==> src/rtl/tx_srrc_interp.sv <==
// tx_srrc_interp: 4x interpolating square-root raised-cosine shaper for Gray-coded 4-ASK, one shared MAC.
// Build option: define TX_SAT_EN to saturate the scaled result instead of wrapping it.
module tx_srrc_interp #(
  parameter int WIDTH = 18,
  parameter int NSYM  = 11,
  parameter int ACCW  = 40
) (
  input  logic             sys_clk,
  input  logic             reset,
  input  logic             sam_clk_en,
  input  logic             sym_clk_en,
  input  logic [1:0]       sym_in,
  output logic [WIDTH-1:0] y,
  output logic             busy,
  output logic             ovr
);

  // state | meaning
  // IDLE  | waiting for a sample request
  // ACC   | one tap product per cycle, k = 0..NSYM-1
  // DONE  | scale accumulator into r
  typedef enum logic [1:0] {IDLE, ACC, DONE} state_t;

  localparam int KW = $clog2(NSYM);
  localparam int PW = 2 * WIDTH;

  state_t                  state_q, state_d;
  logic signed [WIDTH-1:0] s [NSYM];
  logic signed [WIDTH-1:0] sym_map;
  logic signed [WIDTH-1:0] coef_sel;
  logic signed [WIDTH-1:0] s_sel;
  logic signed [WIDTH-1:0] r;
  logic signed [WIDTH-1:0] r_d;
  logic signed [PW-1:0]    prod;
  logic signed [ACCW-1:0]  acc;
  logic [KW-1:0]           k;
  logic [1:0]              ph;
  logic [1:0]              ph_q;
  logic [1:0]              ph_next;

  // Half of the symmetric impulse response; h[i] = h[40-i], taps above 40 are zero.
  function automatic logic signed [WIDTH-1:0] coef(input logic [KW+1:0] idx);
    int m;
    m = int'(idx);
    if (m > 40) m = -1;
    else if (m > 20) m = 40 - m;
    case (m)
      0:  coef = 18'sd500;
      1:  coef = 18'sd1700;
      2:  coef = 18'sd1900;
      3:  coef = 18'sd600;
      4:  coef = -18'sd1800;
      5:  coef = -18'sd3800;
      6:  coef = -18'sd3500;
      7:  coef = -18'sd500;
      8:  coef = 18'sd4000;
      9:  coef = 18'sd7500;
      10: coef = 18'sd7000;
      11: coef = 18'sd2000;
      12: coef = -18'sd7000;
      13: coef = -18'sd15000;
      14: coef = -18'sd17000;
      15: coef = -18'sd9000;
      16: coef = 18'sd11000;
      17: coef = 18'sd40000;
      18: coef = 18'sd71000;
      19: coef = 18'sd94000;
      20: coef = 18'sd103000;
      default: coef = '0;
    endcase
  endfunction

  always_comb begin
    case (sym_in)
      2'b00:   sym_map = -18'sd98304;
      2'b01:   sym_map = -18'sd32768;
      2'b11:   sym_map = 18'sd32768;
      default: sym_map = 18'sd98304;
    endcase
  end

  assign ph_next = sym_clk_en ? 2'd0 : ph + 2'd1;

  always_ff @(posedge sys_clk or posedge reset) begin
    if (reset) begin
      for (int i = 0; i < NSYM; i++) s[i] <= '0;
      ph <= 2'd0;
    end else begin
      if (sym_clk_en) begin
        s[0] <= sym_map;
        for (int i = 1; i < NSYM; i++) s[i] <= s[i-1];
      end
      if (sam_clk_en) ph <= ph_next;
    end
  end

  always_ff @(posedge sys_clk or posedge reset) begin
    if (reset) state_q <= IDLE;
    else       state_q <= state_d;
  end

  always_comb begin
    state_d = state_q;
    case (state_q)
      IDLE:    if (sam_clk_en) state_d = ACC;
      ACC:     if (k == KW'(NSYM - 1)) state_d = DONE;
      DONE:    state_d = IDLE;
      default: state_d = IDLE;
    endcase
  end

  assign s_sel    = s[k];
  assign coef_sel = coef({k, ph_q});
  assign prod     = coef_sel * s_sel;

  always_comb begin
    r_d = acc[PW-2:WIDTH-1];
`ifdef TX_SAT_EN
    if (!((&acc[ACCW-1:PW-2]) || !(|acc[ACCW-1:PW-2])))
      r_d = acc[ACCW-1] ? {1'b1, {(WIDTH-1){1'b0}}} : {1'b0, {(WIDTH-1){1'b1}}};
`endif
  end

  always_ff @(posedge sys_clk or posedge reset) begin
    if (reset) begin
      acc  <= '0;
      k    <= '0;
      ph_q <= 2'd0;
      r    <= '0;
      y    <= '0;
      ovr  <= 1'b0;
    end else begin
      case (state_q)
        IDLE: if (sam_clk_en) begin
          acc  <= '0;
          k    <= '0;
          ph_q <= ph_next;
        end
        ACC: begin
          acc <= acc + {{(ACCW-PW){prod[PW-1]}}, prod};
          k   <= k + KW'(1);
        end
        DONE:    r <= r_d;
        default: ;
      endcase
      if (sam_clk_en) y <= r;
      // A request that lands on a running MAC is dropped but remembered.
      if (sam_clk_en && state_q != IDLE) ovr <= 1'b1;
    end
  end

  assign busy = (state_q != IDLE);

endmodule

==> config.mk <==
export PLATFORM = sky130hd
export DESIGN_NAME = tx_srrc_interp
export DESIGN_NICKNAME = d
export VERILOG_FILES = /design/src/rtl/tx_srrc_interp.sv
export SDC_FILE = /design/constraint.sdc
export NUM_CORES = 1
export LEC_CHECK = 0
export CAP_MARGIN = 20
export CORE_MARGIN = 1
export CORE_UTILIZATION = 30
export CTS_BUF_LIST = sky130_fd_sc_hd__clkbuf_8 sky130_fd_sc_hd__clkbuf_16
export CTS_CLUSTER_SIZE = 20
export DETAILED_ROUTE_END_ITERATION = 8
export GPL_TIMING_DRIVEN = 1
export SLEW_MARGIN = 30
export SYNTH_ARGS = -nofsm -noshare
export SYNTH_HDL_FRONTEND = slang
export SYNTH_SLANG_ARGS = --single-unit
==> constraint.sdc <==
create_clock -name sys_clk -period 20.4 [get_ports sys_clk]
set_input_delay 4.08 -clock sys_clk [delete_from_list [all_inputs] [get_ports sys_clk]]
set_output_delay 4.08 -clock sys_clk [all_outputs]
set_load 0.005 [all_outputs]
==> impl_metrics.env, run 1 <==
export IMPL_endpoint_kind_of_the_worst_setup_timing_path="flip-flop"
export IMPL_grt_antenna_before_repair=0
export IMPL_synth_adder_area_share=0.221
export IMPL_drt_total_wl_microns=15600
export IMPL_fraction_of_layout_cells_with_a_size_suffix_above_1=0.118
export IMPL_worst_r2r_cell_count=34
export IMPL_grt_start_max_net_pins=52
export IMPL_synth_seq_area_share=0.311
export IMPL_syn_cell_area_sq_um=7900
export IMPL_synth_top_family_by_area="adder cells"
export IMPL_global_route_wire_length_before_repair_microns=27400
export IMPL_detail_route_drc_violations=0
export IMPL_grt_overflow=0
export IMPL_dieArea_sq_um=27000
export IMPL_setup_viol_count_final=0
export IMPL_ant_diodes=0
export IMPL_worst_setup_path_type="reg -> reg"
export IMPL_syn_area_per_cell_sq_um=9.64
export IMPL_post_cts_repair_setup_buffers=0
export IMPL_crit_reg2reg_capture="acc[34]"
export IMPL_max_cap_violations=0
export IMPL_clk_pin_slew_ns=0.07
export IMPL_postSynth_asyncResetShare=1.00
export IMPL_clock_tree_buffer_depth=2
export IMPL_cts_max_level=3
export IMPL_netlist_instances=819
export IMPL_cts_sink_count=98
export IMPL_wirelength_per_cell_microns=13.3
export IMPL_regToRegStartpoint="k[1]"
export IMPL_synth_edf_count=0
export IMPL_whs_path_depth=1
export IMPL_route_vias_total=5791
export IMPL_r2r_slack_ns=11.47
export IMPL_worst_slew_margin_rel=0.426
export IMPL_post_drt_via_cell_ratio=4.94
export IMPL_synth_xor_xnor_area_share=0.0517
export IMPL_tritoncts="yes"
export IMPL_initial_standard_cell_utilization_of_the_core=0.305
export IMPL_worst_ep_required_time_ns=20.65
export IMPL_drt_iter0_markers=384
export IMPL_synth_warnings=0
export IMPL_leading_register_cell_type_out_of_synthesis="dfrtp_1"
export IMPL_setup_repair_after_global_routing_missed_its_margin="no"
export IMPL_core_rowCount=59
export IMPL_totalNegativeSetupSlack_ns=0
export IMPL_skew_ns=0.0156
export IMPL_min_delay_worst_endpoint="ovr"
export IMPL_postSynthRegisterBits=98
export IMPL_max_slew_violation_count=0
export IMPL_place_hpwl_microns=11700
export IMPL_cp_common_cell="ha_1"
export IMPL_die_height_microns=164
export IMPL_layout_worst_path_cycle_share=0.438
export IMPL_port_buffer_count=25
export IMPL_areaGrowthSynthToFinish_pct=11.3
export IMPL_hold_violations=0
export IMPL_min_from="ovr"
export IMPL_ctsRootBufferMaster="clkbuf_16"
export IMPL_post_synth_and_or_nand_nor_area_fraction=0.146
export IMPL_status="finished, final reports clean"
export IMPL_yosysUniqueCellTypes=66
export IMPL_nNetsFinal=968
export IMPL_path_delay_family="compound AO/OA/AOI/OAI gates"
export IMPL_design_core_area_sq_um=25900
export IMPL_firstDrtPassIters=5
export IMPL_worst_path_buf_inv=2
export IMPL_detail_route_antenna_nets=0
export IMPL_critical_path_arrival_ns=9.19
export IMPL_mappedNetlistNets=954
export IMPL_holdBufCountCts=0
export IMPL_max_clock_freq_mhz=112
export IMPL_insertion_delay_ns=0.36
export IMPL_gpl_final_weighted_congestion=0.854
export IMPL_start_kind="flip-flop"
export IMPL_post_cts_resized=0
export IMPL_die_width_microns=164
export IMPL_timing_critical_path_slowest_stage_cell="dfrtp_1"
export IMPL_worstPathMaxFanout=23
export IMPL_layout_filler_cells=2629
export IMPL_all_layer_global_routing_usage=0.126
export IMPL_floorplan_io_pins=26
export IMPL_first_global_vias=5639
export IMPL_timing_critical_path_slowest_cell_delay_ns=0.91
export IMPL_total_cts_buffers=9
export IMPL_max_slew_worst_pin_slew_ns=0.862
export IMPL_finalCriticalPeriod_ns=8.93
export IMPL_synth_compound_gate_area_share=0.129
export IMPL_timing_hold_worst_class="reg -> reg"
export IMPL_synth_mux_area_fraction=0.104
-- synthesized netlist by cell type, types with 3 or more instances --
library cell    n  area share
nand2_1       127       0.060
ha_1          112        0.18
dfrtp_1        98        0.31
mux2_2         53       0.076
nor2_1         51       0.024
inv_1          48       0.023
o21ai_0        39       0.025
a21oi_1        27       0.017
xnor2_1        25       0.028
clkbuf_1       20      0.0095
xor2_1         19       0.021
fa_1           17       0.043
nand3_1        16       0.010
nand2b_1       11      0.0087
a21o_1         10      0.0095
a22o_1          9       0.010
nor2b_1         9      0.0071
o21a_1          9      0.0086
and3_1          8      0.0063
nor3_1          8      0.0051
a211oi_1        7      0.0067
mux2i_1         7      0.0089
mux4_2          7       0.020
a31oi_1         6      0.0048
and2_1          6      0.0048
o31ai_1         5      0.0048
o21bai_1        4      0.0038
or3_1           4      0.0032
buf_1           3      0.0014
buf_2           3      0.0019
o211ai_1        3      0.0029
o2bb2ai_1       3      0.0033
or2_2           3      0.0024
-- worst reg2reg max path, delay by kind of cell, from the launching register on --
| kind | cells | cell delay [ns] |
|---|---|---|
| adders and majority gates | 10 | 3.08 |
| and+or+nand+nor | 4 | 0.50 |
| xor gates and xnor gates | 2 | 0.55 |
| muxes | 1 | 0.43 |
| DFF | 1 | 0.91 |
| buffers and inverters | 2 | 0.27 |
| AOI/OAI and AO/OA | 15 | 3.10 |
-- flip-flops by register name, indices dropped and copies added, names as in the netlist --
register	cells
acc	18
k	4
ovr	1
ph	2
ph_q	2
r	18
s	33
state_q	2
y	18
-- placed cells by master, fill, tap and decap left out, drive strengths merged, types with 3 or more instances in the layout --
cell           netlist  final
a31oi                6      6
a21o                10     10
buf                  8      6
clkdlybuf4s50        0     25
nor3                 8      8
o211ai               3      3
fa                  17     17
and3                 8      8
nand2              128    128
ha                 112    112
mux2                53     53
nand3               17     17
a21oi               28     28
o31ai                5      5
dfrtp               98     98
inv                 48     50
and2                 6      6
nand2b              11     11
mux4                 7      7
clkinvlp             0      4
a211oi               8      8
or3                  6      6
or2                  5      5
xor2                19     19
mux2i                7      7
xnor2               25     25
nor2b                9      9
o21bai               4      4
o2bb2ai              3      3
nor2                51     51
a22o                 9      9
clkbuf              20     10
o21ai               44     44
o21a                 9      9
-- metrics by stage --
| step | cells | utilization | hold WS (ns) | worst slack (ns) | instance area, sq um |
|---|---|---|---|---|---|
| floorplan | 819 | - | 0.440 | 12.59 | 7900 |
| global placement | 1157 | 0.328 | 0.447 | 11.68 | 8490 |
| detailed placement | 1157 | 0.328 | 0.448 | 11.53 | 8500 |
| CTS | 1173 | 0.339 | 0.466 | 11.47 | 8780 |
| global route | 1173 | 0.339 | 0.485 | 10.68 | 8790 |
| finish | 1173 | 0.339 | 0.468 | 11.47 | 8790 |
-- area by class of cell --
cell class              instances  area [sq um]  area share
repair buffers                 31           295      0.0336
inverters                      48           183      0.0208
clock buffers                  10           239      0.0272
clock inverters                 6          42.5     0.00484
multi-input cells             645          5160       0.587
well taps                     335           419      0.0477
flip-flops and latches         98          2450       0.279
-- per-layer routing --
layer,GRT usage,share of wire,vias to the layer above
met3,0.0247,0.041,21
met2,0.193,0.44,103
li1,-,-,2894
met5,0,0,-
met4,0.0438,0.018,0
met1,0.177,0.50,2773
-- cell families after synthesis --
logic type / Yosys count
muxes: 67
DFF: 98
AOI/OAI and AO/OA: 149
xor gates and xnor gates: 45
buffers and inverters: 76
adders and majority gates: 129
and+or+nand+nor: 255
-- worst max path at each step --
stage	startpoint	endpoint	slack, ns	cells past startpoint
after floorplan	k[1]	acc[34]	12.59	34
after global placement	k[0]	acc[34]	11.68	34
after detailed placement	k[0]	acc[34]	11.53	34
after CTS	k[0]	acc[34]	11.47	34
after global routing	k[0]	acc[34]	10.68	34
final	k[1]	acc[34]	11.47	34
Power of run 1 is not shown: default switching activity piles up to over one toggle a cycle in this logic, so the estimate is an artifact.
==> run 2: changes to the inputs <==
clock period = 9.1 ns   (was 20.4 ns; I/O delays follow)
==> impl_metrics.env, run 2 (synthesis gave the netlist of run 1 again) <==
export IMPL_nNetsFinal=973
export IMPL_skew_ns=0.0153
export IMPL_totalNegativeSetupSlack_ns=0
export IMPL_max_slew_violation_count=0
export IMPL_first_global_vias=5518
export IMPL_layout_cells_most_common="nand2_1"
export IMPL_worst_ep_required_time_ns=9.35
export IMPL_post_cts_repair_setup_buffers=0
export IMPL_final_instance_count_excl_fill=1178
export IMPL_largest_register="s"
export IMPL_clock_tree_buffer_depth=2
export IMPL_die_width_microns=164
export IMPL_post_drt_via_cell_ratio=4.93
export IMPL_areaGrowthSynthToFinish_pct=11.8
export IMPL_largest_register_ff_count=33
export IMPL_endpoint_kind_of_the_worst_setup_timing_path="flip-flop"
export IMPL_grt_antenna_before_repair=0
export IMPL_total_cts_buffers=9
export IMPL_max_slew_worst_pin_slew_ns=0.781
export IMPL_finalWorstSetupSlack_ns=0.916
export IMPL_core_rowCount=59
export IMPL_start_kind="flip-flop"
export IMPL_global_route_wire_length_before_repair_microns=27200
export IMPL_ctsRootBufferMaster="clkbuf_16"
export IMPL_grt_overflow=0
export IMPL_worst_slew_margin_rel=0.480
export IMPL_grt_start_max_net_pins=51
export IMPL_setup_viol_count_final=0
export IMPL_floorplan_io_pins=26
export IMPL_timing_critical_path_slowest_stage_cell="fa_1"
export IMPL_max_clock_freq_mhz=122
export IMPL_insertion_delay_ns=0.36
export IMPL_fraction_of_layout_cells_with_a_size_suffix_above_1=0.123
export IMPL_port_buffer_count=25
export IMPL_holdBufCountCts=0
export IMPL_route_vias_total=5813
export IMPL_timing_critical_path_slowest_cell_delay_ns=0.56
export IMPL_most_common_layout_cells="127 x nand2_1, 112 x ha_1, 98 x dfrtp_1"
export IMPL_max_cap_violations=0
export IMPL_place_hpwl_microns=12000
export IMPL_clk_pin_slew_ns=0.07
export IMPL_layout_worst_path_cycle_share=0.899
export IMPL_all_layer_global_routing_usage=0.125
export IMPL_hold_violations=0
export IMPL_drt_iter0_markers=268
export IMPL_critical_path_arrival_ns=8.43
export IMPL_ant_diodes=0
export IMPL_detail_route_antenna_nets=0
export IMPL_detail_route_drc_violations=0
export IMPL_drt_total_wl_microns=15800
export IMPL_firstDrtPassIters=5
export IMPL_setup_repair_after_global_routing_missed_its_margin="no"
export IMPL_wirelength_per_cell_microns=13.4
export IMPL_initial_standard_cell_utilization_of_the_core=0.305
export IMPL_cts_max_level=3
export IMPL_worst_setup_path_type="reg -> reg"
export IMPL_tritoncts="yes"
export IMPL_worstPathMaxFanout=9
export IMPL_cts_sink_count=98
export IMPL_finalCriticalPeriod_ns=8.18
export IMPL_die_height_microns=164
export IMPL_dieArea_sq_um=27000
export IMPL_cp_common_cell="ha_1"
export IMPL_design_core_area_sq_um=25900
export IMPL_whs_ns=0.472
export IMPL_gpl_final_weighted_congestion=0.882
export IMPL_status="finished, final reports clean"
export IMPL_dp_cells=1162
export IMPL_timing_hold_worst_class="reg -> reg"
export IMPL_post_place_ws_ns=0.844
[run 2: metal layers]
metal | GRT usage | share of wire
met5 | 0 | 0
met4 | 0.0341 | 0.014
met3 | 0.0232 | 0.028
met2 | 0.193 | 0.45
met1 | 0.177 | 0.51
[run 2: path summary, 6_finish.rpt]
check,startpoint,endpoint,slack [ns],depth (start not counted)
setup / recovery,ph_q[0],acc[34],0.92,34
hold / removal,ovr,ovr,0.47,1
setup reg to reg,ph_q[0],acc[34],0.92,34
hold reg to reg,ovr,ovr,0.47,1
max in group asynchronous,reset,s[33],6.17,3
min in group asynchronous,reset,y[4],1.88,2
[run 2: area by class of cell]
type                            instances  area (sq um)
Tap cell                              335           419
Clock buffer                           10           239
Fill cell                            2660         17100
Clock inverter                          6          47.5
Timing Repair Buffer                   36           333
Inverter                               48           183
Multi-Input combinational cell        645          5150
Sequential cell                        98          2450
[run 2: repair_timing]
item                       CTS  global route
gates resized for setup      0             1
setup endpoints to repair    0             1
hold endpoints to repair     0             0
[run 2: worst max-delay path: cells and delay by family, from the launching register on]
kind | cells | cell delay [ns]
compound gates | 16 | 2.89
xor+xnor | 1 | 0.35
fa+ha+maj | 10 | 2.93
buf+inv | 2 | 0.20
flops | 1 | 0.44
mux | 2 | 0.59
simple gates | 3 | 0.68
[run 2: stage by stage]
| step | instance area [sq um] | util |
|---|---|---|
| after floorplan | 7900 | - |
| after global placement | 8530 | 0.329 |
| after detailed placement | 8530 | 0.329 |
| after CTS | 8820 | 0.340 |
| after global routing | 8830 | 0.341 |
| final | 8830 | 0.341 |
Power of run 2 is left out for the same reason.
